$ cat config.mk
export PLATFORM = sky130hd
export DESIGN_NAME = des_key_schedule
export DESIGN_NICKNAME = d
export VERILOG_FILES = /design/src/rtl/des_key_schedule.sv
export SDC_FILE = /design/constraint.sdc
export NUM_CORES = 1
export LEC_CHECK = 0
export ABC_CLOCK_PERIOD_IN_PS = 12000
export CAP_MARGIN = 20
export CORE_MARGIN = 2
export CORE_UTILIZATION = 67
export DETAILED_ROUTE_END_ITERATION = 7
export DONT_BUFFER_PORTS = 1
export PLACE_DENSITY = 0.83
export SETUP_SLACK_MARGIN = 0.5
export SYNTH_ARGS = -nofsm -noshare
export SYNTH_HDL_FRONTEND = slang
export SYNTH_SLANG_ARGS = --single-unit
$ cat constraint.sdc
create_clock -name clk -period 12 [get_ports clk]
set_input_delay 1.2 -clock clk [delete_from_list [all_inputs] [get_ports clk]]
set_output_delay 1.2 -clock clk [all_outputs]
set_load 0.01 [all_outputs]
$ cat src/rtl/des_key_schedule.sv
// rtl/des_key_schedule.sv - iterative DES key schedule: PC-1 on start, one PC-2 subkey per handshake
// Encrypt order walks C/D forward with left rotations; decrypt starts at K_ROUNDS and walks back.
module des_key_schedule #(
    parameter int ROUNDS = 16,
    parameter int RW     = 5
) (
    input  logic          clk,
    input  logic          rst_n,
    input  logic [1:64]   key_in,
    input  logic          decrypt,
    input  logic          start,
    input  logic          abort,
    output logic          idle,
    output logic          sk_valid,
    input  logic          sk_ready,
    output logic [1:48]   sk_out,
    output logic [RW-1:0] sk_round,
    output logic          done
);

    localparam int PC1 [56] = '{
        57, 49, 41, 33, 25, 17,  9,
         1, 58, 50, 42, 34, 26, 18,
        10,  2, 59, 51, 43, 35, 27,
        19, 11,  3, 60, 52, 44, 36,
        63, 55, 47, 39, 31, 23, 15,
         7, 62, 54, 46, 38, 30, 22,
        14,  6, 61, 53, 45, 37, 29,
        21, 13,  5, 28, 20, 12,  4
    };

    localparam int PC2 [48] = '{
        14, 17, 11, 24,  1,  5,
         3, 28, 15,  6, 21, 10,
        23, 19, 12,  4, 26,  8,
        16,  7, 27, 20, 13,  2,
        41, 52, 31, 37, 47, 55,
        30, 40, 51, 45, 33, 48,
        44, 49, 39, 56, 34, 53,
        46, 42, 50, 36, 29, 32
    };

    localparam int SH [16] = '{1, 1, 2, 2, 2, 2, 2, 2, 1, 2, 2, 2, 2, 2, 2, 1};

    function automatic int total_shift(input int n);
        int sum;
        sum = 0;
        for (int i = 0; i < 16; i++) begin
            if (i < n) sum += SH[i];
        end
        return sum;
    endfunction

    // Rotation that takes C0/D0 straight to C_ROUNDS/D_ROUNDS for decrypt order.
    localparam int TOT_MOD = total_shift(ROUNDS) % 28;

    function automatic logic [1:56] pc1(input logic [1:64] k);
        logic [1:56] res;
        res = '0;
        for (int i = 0; i < 56; i++) begin
            res[6'(i + 1)] = k[7'(PC1[i])];
        end
        return res;
    endfunction

    function automatic logic [1:48] pc2(input logic [1:56] cd);
        logic [1:48] res;
        res = '0;
        for (int i = 0; i < 48; i++) begin
            res[6'(i + 1)] = cd[6'(PC2[i])];
        end
        return res;
    endfunction

    // 0-based lookup into the shift table for a run-time index.
    function automatic logic [4:0] sh_at(input int idx);
        logic [4:0] res;
        res = '0;
        for (int i = 0; i < 16; i++) begin
            if (idx == i) res = 5'(SH[i]);
        end
        return res;
    endfunction

    function automatic logic [1:28] rotl(input logic [1:28] x, input logic [4:0] n);
        return (x << n) | (x >> (5'd28 - n));
    endfunction

    function automatic logic [1:28] rotr(input logic [1:28] x, input logic [4:0] n);
        return (x >> n) | (x << (5'd28 - n));
    endfunction

    typedef enum logic {ST_IDLE, ST_GEN} state_t;

    state_t        state, state_nxt;
    logic [1:28]   c, d;
    logic [RW-1:0] r;
    logic          mode;
    logic          load, step, finish;
    logic          last;
    logic [1:56]   pc1_cd;
    logic [4:0]    load_sh, step_sh;

    assign last    = (r == RW'(ROUNDS));
    assign pc1_cd  = pc1(key_in);
    assign load_sh = decrypt ? 5'(TOT_MOD) : 5'(SH[0]);
    assign step_sh = mode ? sh_at(ROUNDS - int'(r)) : sh_at(int'(r));

    always_ff @(posedge clk or negedge rst_n) begin
        if (!rst_n) begin
            state <= ST_IDLE;
        end else begin
            state <= state_nxt;
        end
    end

    // abort outranks both start and the handshake
    always_comb begin
        state_nxt = state;
        load      = 1'b0;
        step      = 1'b0;
        finish    = 1'b0;
        case (state)
            ST_IDLE: begin
                if (start && !abort) begin
                    state_nxt = ST_GEN;
                    load      = 1'b1;
                end
            end
            ST_GEN: begin
                if (abort) begin
                    state_nxt = ST_IDLE;
                end else if (sk_ready) begin
                    if (last) begin
                        state_nxt = ST_IDLE;
                        finish    = 1'b1;
                    end else begin
                        step = 1'b1;
                    end
                end
            end
            default: state_nxt = ST_IDLE;
        endcase
    end

    always_ff @(posedge clk or negedge rst_n) begin
        if (!rst_n) begin
            c    <= '0;
            d    <= '0;
            r    <= '0;
            mode <= 1'b0;
            done <= 1'b0;
        end else begin
            done <= finish;
            if (load) begin
                c    <= rotl(pc1_cd[1:28], load_sh);
                d    <= rotl(pc1_cd[29:56], load_sh);
                r    <= RW'(1);
                mode <= decrypt;
            end else if (step) begin
                r <= r + RW'(1);
                if (mode) begin
                    c <= rotr(c, step_sh);
                    d <= rotr(d, step_sh);
                end else begin
                    c <= rotl(c, step_sh);
                    d <= rotl(d, step_sh);
                end
            end
        end
    end

    assign idle     = (state == ST_IDLE);
    assign sk_valid = (state == ST_GEN);
    assign sk_out   = pc2({c, d});
    assign sk_round = sk_valid ? (mode ? (RW'(ROUNDS + 1) - r) : r) : '0;

endmodule

* Word level (Yosys, flattened, before mapping) *
Index checks and enable logic that the tools add are counted.

operators by class
  reduce and logical (&&, ||, !) cells = 5
  add/sub/neg operators = 5
  equal/unequal tests = 31
  shift-type cells = 12
  bitwise logic cells = 7
  multiplexer cells = 57

operator list
  operator               number
  $mux W5                35
  $mux W28               6
  $or A28 B28 Y28        6
  $shr A28 B5 Y28        6
  $shl A28 B5 Y28        4
  $shl A28 B1 Y28        2
  $eq A6 B5 Y1 const B   8
  $eq A5 B5 Y1 const B   9
  $logic_not A32 Y1      1
  $eq A6 B4 Y1 const B   4
  $eq A5 B4 Y1 const B   4
  $mux W1                15
  $eq A6 B3 Y1 const B   2
  $eq A5 B3 Y1 const B   2
  $sub A5 B5 Y5 const A  2
  $eq A6 B2 Y1 const B   1
  $sub A5 B5 Y6 const A  1
  $add A5 B1 Y5 const B  1
  $eq A5 B2 Y1 const B   1
  $logic_not A5 Y1       1
  $sub A3 B2 Y4 const A  1
  $pmux W1 S2            1
  $reduce_bool A2 Y1     1
  $logic_and A1 B1 Y1    1
  other kinds (2)        2

word-level totals
  flip-flop bits (word level) = 64
  output and inout bits = 56
  logic and storage cells = 123

* Depth between registers and ports, before layout *
  depth after elaboration = 25
  mapped depth = 18
  mapped depth without buffers = 15

* Least setup slack after synthesis *
Ideal clock, no wire load.

  kind = reg2reg
  from = reg r[0]
  to = reg c[1] (netlist bit)
  setup slack = 7.927 ns
  data arrival time = 3.986 ns
  buffers on the path = 3
  stages on the path, launching flop included = 19
  cell sequence = dfrtp_1 > inv_1 > ha_1 > nor3b_1 > ha_1 > nand3_1 > or3_1 > and2_1 > a21boi_4 > inv_2 > clkbuf_1 > buf_1 > ha_1 > nor2_1 > clkbuf_1 > nand3_1 > mux2i_1 > o41ai_1 > a22oi_1

between the ends
  longest elaborated chain between the ends = 25
  elaborated cells between the ends (all ways) = 82
  classes of those cells = add/sub: 2; eq/ne: 31; shift: 4; mux: 40; bitwise: 2; reduce/logical: 3

ends and longest elaborated chain
  element                                                    line    source
  start: declaration                                         97      logic [RW-1:0] r;
  start signal: assignment                                   161     r <= r + RW'(1);
  $sub A5 B5 Y6                                              107     assign step_sh = mode ? sh_at(ROUNDS - int'(r)) : sh_at(int'(r));
  $logic_not A32 Y1                                          80      if (idx == i) res = 5'(SH[i]);
  $mux W1                                                    80
  $mux W5 (15 in series)                                     80
  $mux W5                                                    107
  $sub A5 B5 Y5                                              86, 90
  $shr A28 B5 Y28 / $shl A28 B5 Y28 (equally long branches)  86, 90
  $or A28 B28 Y28, on equally long branches                  86, 90
  $mux W28                                                   162     if (mode) begin
  $mux W28                                                   160     end else if (step) begin
  $mux W28                                                   155     if (load) begin
  end signal: assignment                                     156     c <= rotl(pc1_cd[1:28], load_sh);
  end signal: assignment                                     163     c <= rotr(c, step_sh);
  end signal: assignment                                     166     c <= rotl(c, step_sh);
  end: declaration                                           96      logic [1:28] c, d;

Several ways; a longest one is shown, not always the timed one. The select of a mux whose other input is x is not followed.
A chain may end at the register's enable or synchronous reset.

* Worst setup path in the final report *
Ends and elaborated chain as after synthesis.

==> results.py <==
metrics = {
    "cts": {
        "root_buffer_cell": "clkbuf_8",
        "clk-insertion-delay-late_ns": 0.36,
        "cts-htree-levels": 3,
        "cts.repair.resized": 0,
        "cts_made_buffers": 9,
        "hold_buffers": 0,
        "count_of_clock_tree_sinks": 64,
        "max-clock-path-buffers": 2,
        "cts_tree": "done",
        "clkSlewWorstSetupHoldPaths_ns": 0.08,
        "postCtsSetupRepairBufs": 0,
    },
    "synth": {
        "mean_instance_size_in_the_synthesized_netlist_um2": 7.73,
        "yosysWarningCount": 0,
        "synth_area_leader_cell": "dfrtp_1",
        "ys_dominant_reg_cell": "dfrtp_1",
        "number_of_flip_flops_and_latches_in_the_synthesized_netlist": 64,
        "ys_async_sr_fraction_pct": 100,
        "synth.distinct_cells": 70,
        "synth-edff-count": 0,
        "ys_top_cells_by_area": "dfrtp_1 (25%), mux2i_1 (9.9%), a21oi_1 (7.5%)",
        "synthMostInstantiatedCell": "a21oi_1",
        "synth.cells.most_frequent": "a21oi_1 (97), o21ai_0 (81), dfrtp_1 (64), mux2i_1 (64), nand2_1 (64)",
        "synthesis.area_um2": 6470,
        "seq_area_frac_synth_pct": 24.8,
        "cells_after_synthesis": 836,
        "synth_top_area_share_pct": 24.8,
    },
    "global_routing": {
        "pin_count_of_the_biggest_net_entering_global_routing": 80,
        "grt.overflow.total": 0,
        "global_route_wire_length_before_repair_um": 30300,
        "first_global_vias": 6014,
        "grt_use_total_pct": 36.2,
        "grt_antenna_before_repair": 0,
    },
    "setup_path": {
        "path_class": "reg -> reg",
        "timing.critical_path.fanout_max": 70,
        "worst_ep_arrival_time_ns": 6.58,
        "reg2reg_from": "r[0]",
        "timing.critical_path.to_type": "flop",
        "critPathLaunch": "r[0]",
        "worstSetupStartpointType": "flop",
        "worst-endpoint-required_ns": 12.27,
    },
    "place": {
        "globalplace.congestion": 0.994,
        "hpwlAfterDp_um": 11300,
        "port-buffer-count": 0,
    },
    "finish": {
        "area.growth.synth_to_final_pct": -2.03,
        "fin_nets": 841,
        "drive_gt1_share_pct": 6.55,
        "antenna_cells": 0,
    },
    "min_path": {
        "min_path_type": "in -> async",
    },
    "power_and_ir_drop": {
        "powerDensity_nw_per_um2": 241,
        "p_leak_nw": 2.55,
        "finalPower_mw": 1.53,
        "power.ir.vdd_worst_mv": 0.249,
    },
    "floorplanning": {
        "die_w_um": 102,
        "die_h_um": 102,
        "die-area_um2": 10500,
        "design.core.area_um2": 9280,
        "floorplan.initialDensity_pct": 69.6,
        "num_io_pins": 126,
        "rows": 35,
    },
    "timing": {
        "setup_tns_ns": 0,
        "setup_skew_ns": 0.0109,
        "timing_hold_violations_final": 0,
        "rsz_0062_raised_after_global_routing": "no",
        "total_setup_violations_reported_at_the_end_of_the_flow": 0,
        "achievable-frequency_mhz": 158,
        "slew_violations": 0,
        "timing.max_slew.rel_slack_pct": 38.7,
        "finalCritPeriodShare_pct": 52.6,
        "tightest_slew_ns": 0.916,
        "period_minus_slack_ns": 6.31,
    },
    "detailed_routing": {
        "vias": 6467,
        "routed_via_density": 7.25,
        "drtIter0Drc": 818,
        "post-route-drc-count": 0,
        "detail_route.first_pass.iterations": 7,
        "ant_nets_after_route": 0,
        "routed_wirelength_um": 18500,
        "wl_per_cell_um": 20.8,
    },
    "run_status": {
        "outcome": "complete, no violations",
    },
    "run": {
        "maxCapViolations": 0,
    },
}
## critical path: stages, from the launching register on
cell and delay [ns]:
dfrtp_1 0.54, inv_1 0.15, ha_1 0.31, a211o_1 0.31
a31oi_1 0.27, nor2_1 0.13, o21ai_4 0.36, a21boi_4 0.23
buf_4 0.59, clkinv_2 0.72, buf_4 0.58, ha_1 0.48
nor2_1 0.74, nand3_1 0.15, mux2i_1 0.30, o41ai_1 0.12
a22oi_1 0.18
## state kept, by name, summed over array words and instances, names as in the netlist
name	count
mode	1
done	1
r	5
sk_valid	1
c	28
d	28
## worst paths after layout
path,to,slack (ns),depth (start not counted)
worst min-delay path,r[1],0.53,0
worst max-delay path,c[1],5.69,16
min in group clk,d[18],0.54,2
max in group asynchronous,d[8],11.33,0
worst max register to register,c[1],5.69,16
worst min register to register,d[18],0.54,2
## cells by family after synthesis
kind of cell               count (synthesis)  synth area share (%)
AOI/OAI and AO/OA                        345                  35.0
and+or+nand+nor                          198                  14.3
buffers and inverters                    138                  11.2
muxes                                     69                  11.0
DFF                                       64                  24.8
adders and majority gates                 13                  2.52
xor gates and xnor gates                   8                  1.20
other                                      1                0.0580
## cells in the final DEF (no fill, tap or decap), types with 19 or more instances in the layout
cell type  count
a31oi_1       25
a21oi_1       96
o21ai_0       81
dfrtp_1       64
mux2i_1       64
conb_1        22
nor2_1        41
o32a_1        19
nand3_1       49
nand2_1       64
## layer usage
metal | vias to the layer above | track usage, % | share of wire [%]
li1 | 2951 | - | -
met5 | - | 0 | 0
met4 | 0 | 16.6 | 2.2
met3 | 54 | 7.11 | 12
met1 | 3024 | 50.2 | 41
met2 | 438 | 54.5 | 46
## report_power, final
group	switching (mW)	leakage, nW	internal (mW)	total [mW]
logic	0.572	1.70	0.344	0.916
registers	0.152	0.767	0.285	0.437
clock network	0.0945	0.0813	0.0799	0.174
## per-stage QoR
| step | util (%) | setup WS (ns) | cells | hold slack [ns] | instance area (um2) |
|---|---|---|---|---|---|
| 6_report | 68.2 | 5.69 | 892 | 0.530 | 6330 |
| 5_1_grt | 68.2 | 5.09 | 892 | 0.514 | 6330 |
| 4_1_cts | 68.2 | 5.86 | 892 | 0.524 | 6330 |
| 3_5_place_dp | 66.4 | 5.89 | 876 | 0.523 | 6160 |
| 3_3_place_gp | 66.4 | 6.00 | 876 | 0.502 | 6160 |
| 2_1_floorplan | - | 7.93 | 857 | 0.476 | 6550 |
## final cells by class
cell class | count | area [um2]
Clock buffer | 11 | 141
Tap cell | 129 | 161
Multi-Input combinational cell | 655 | 4240
Sequential cell | 64 | 1600
Inverter | 14 | 53.8
Timing Repair Buffer | 14 | 105
Fill cell | 777 | 2950
Clock inverter | 5 | 32.5
(Power assumes the default switching activity.)
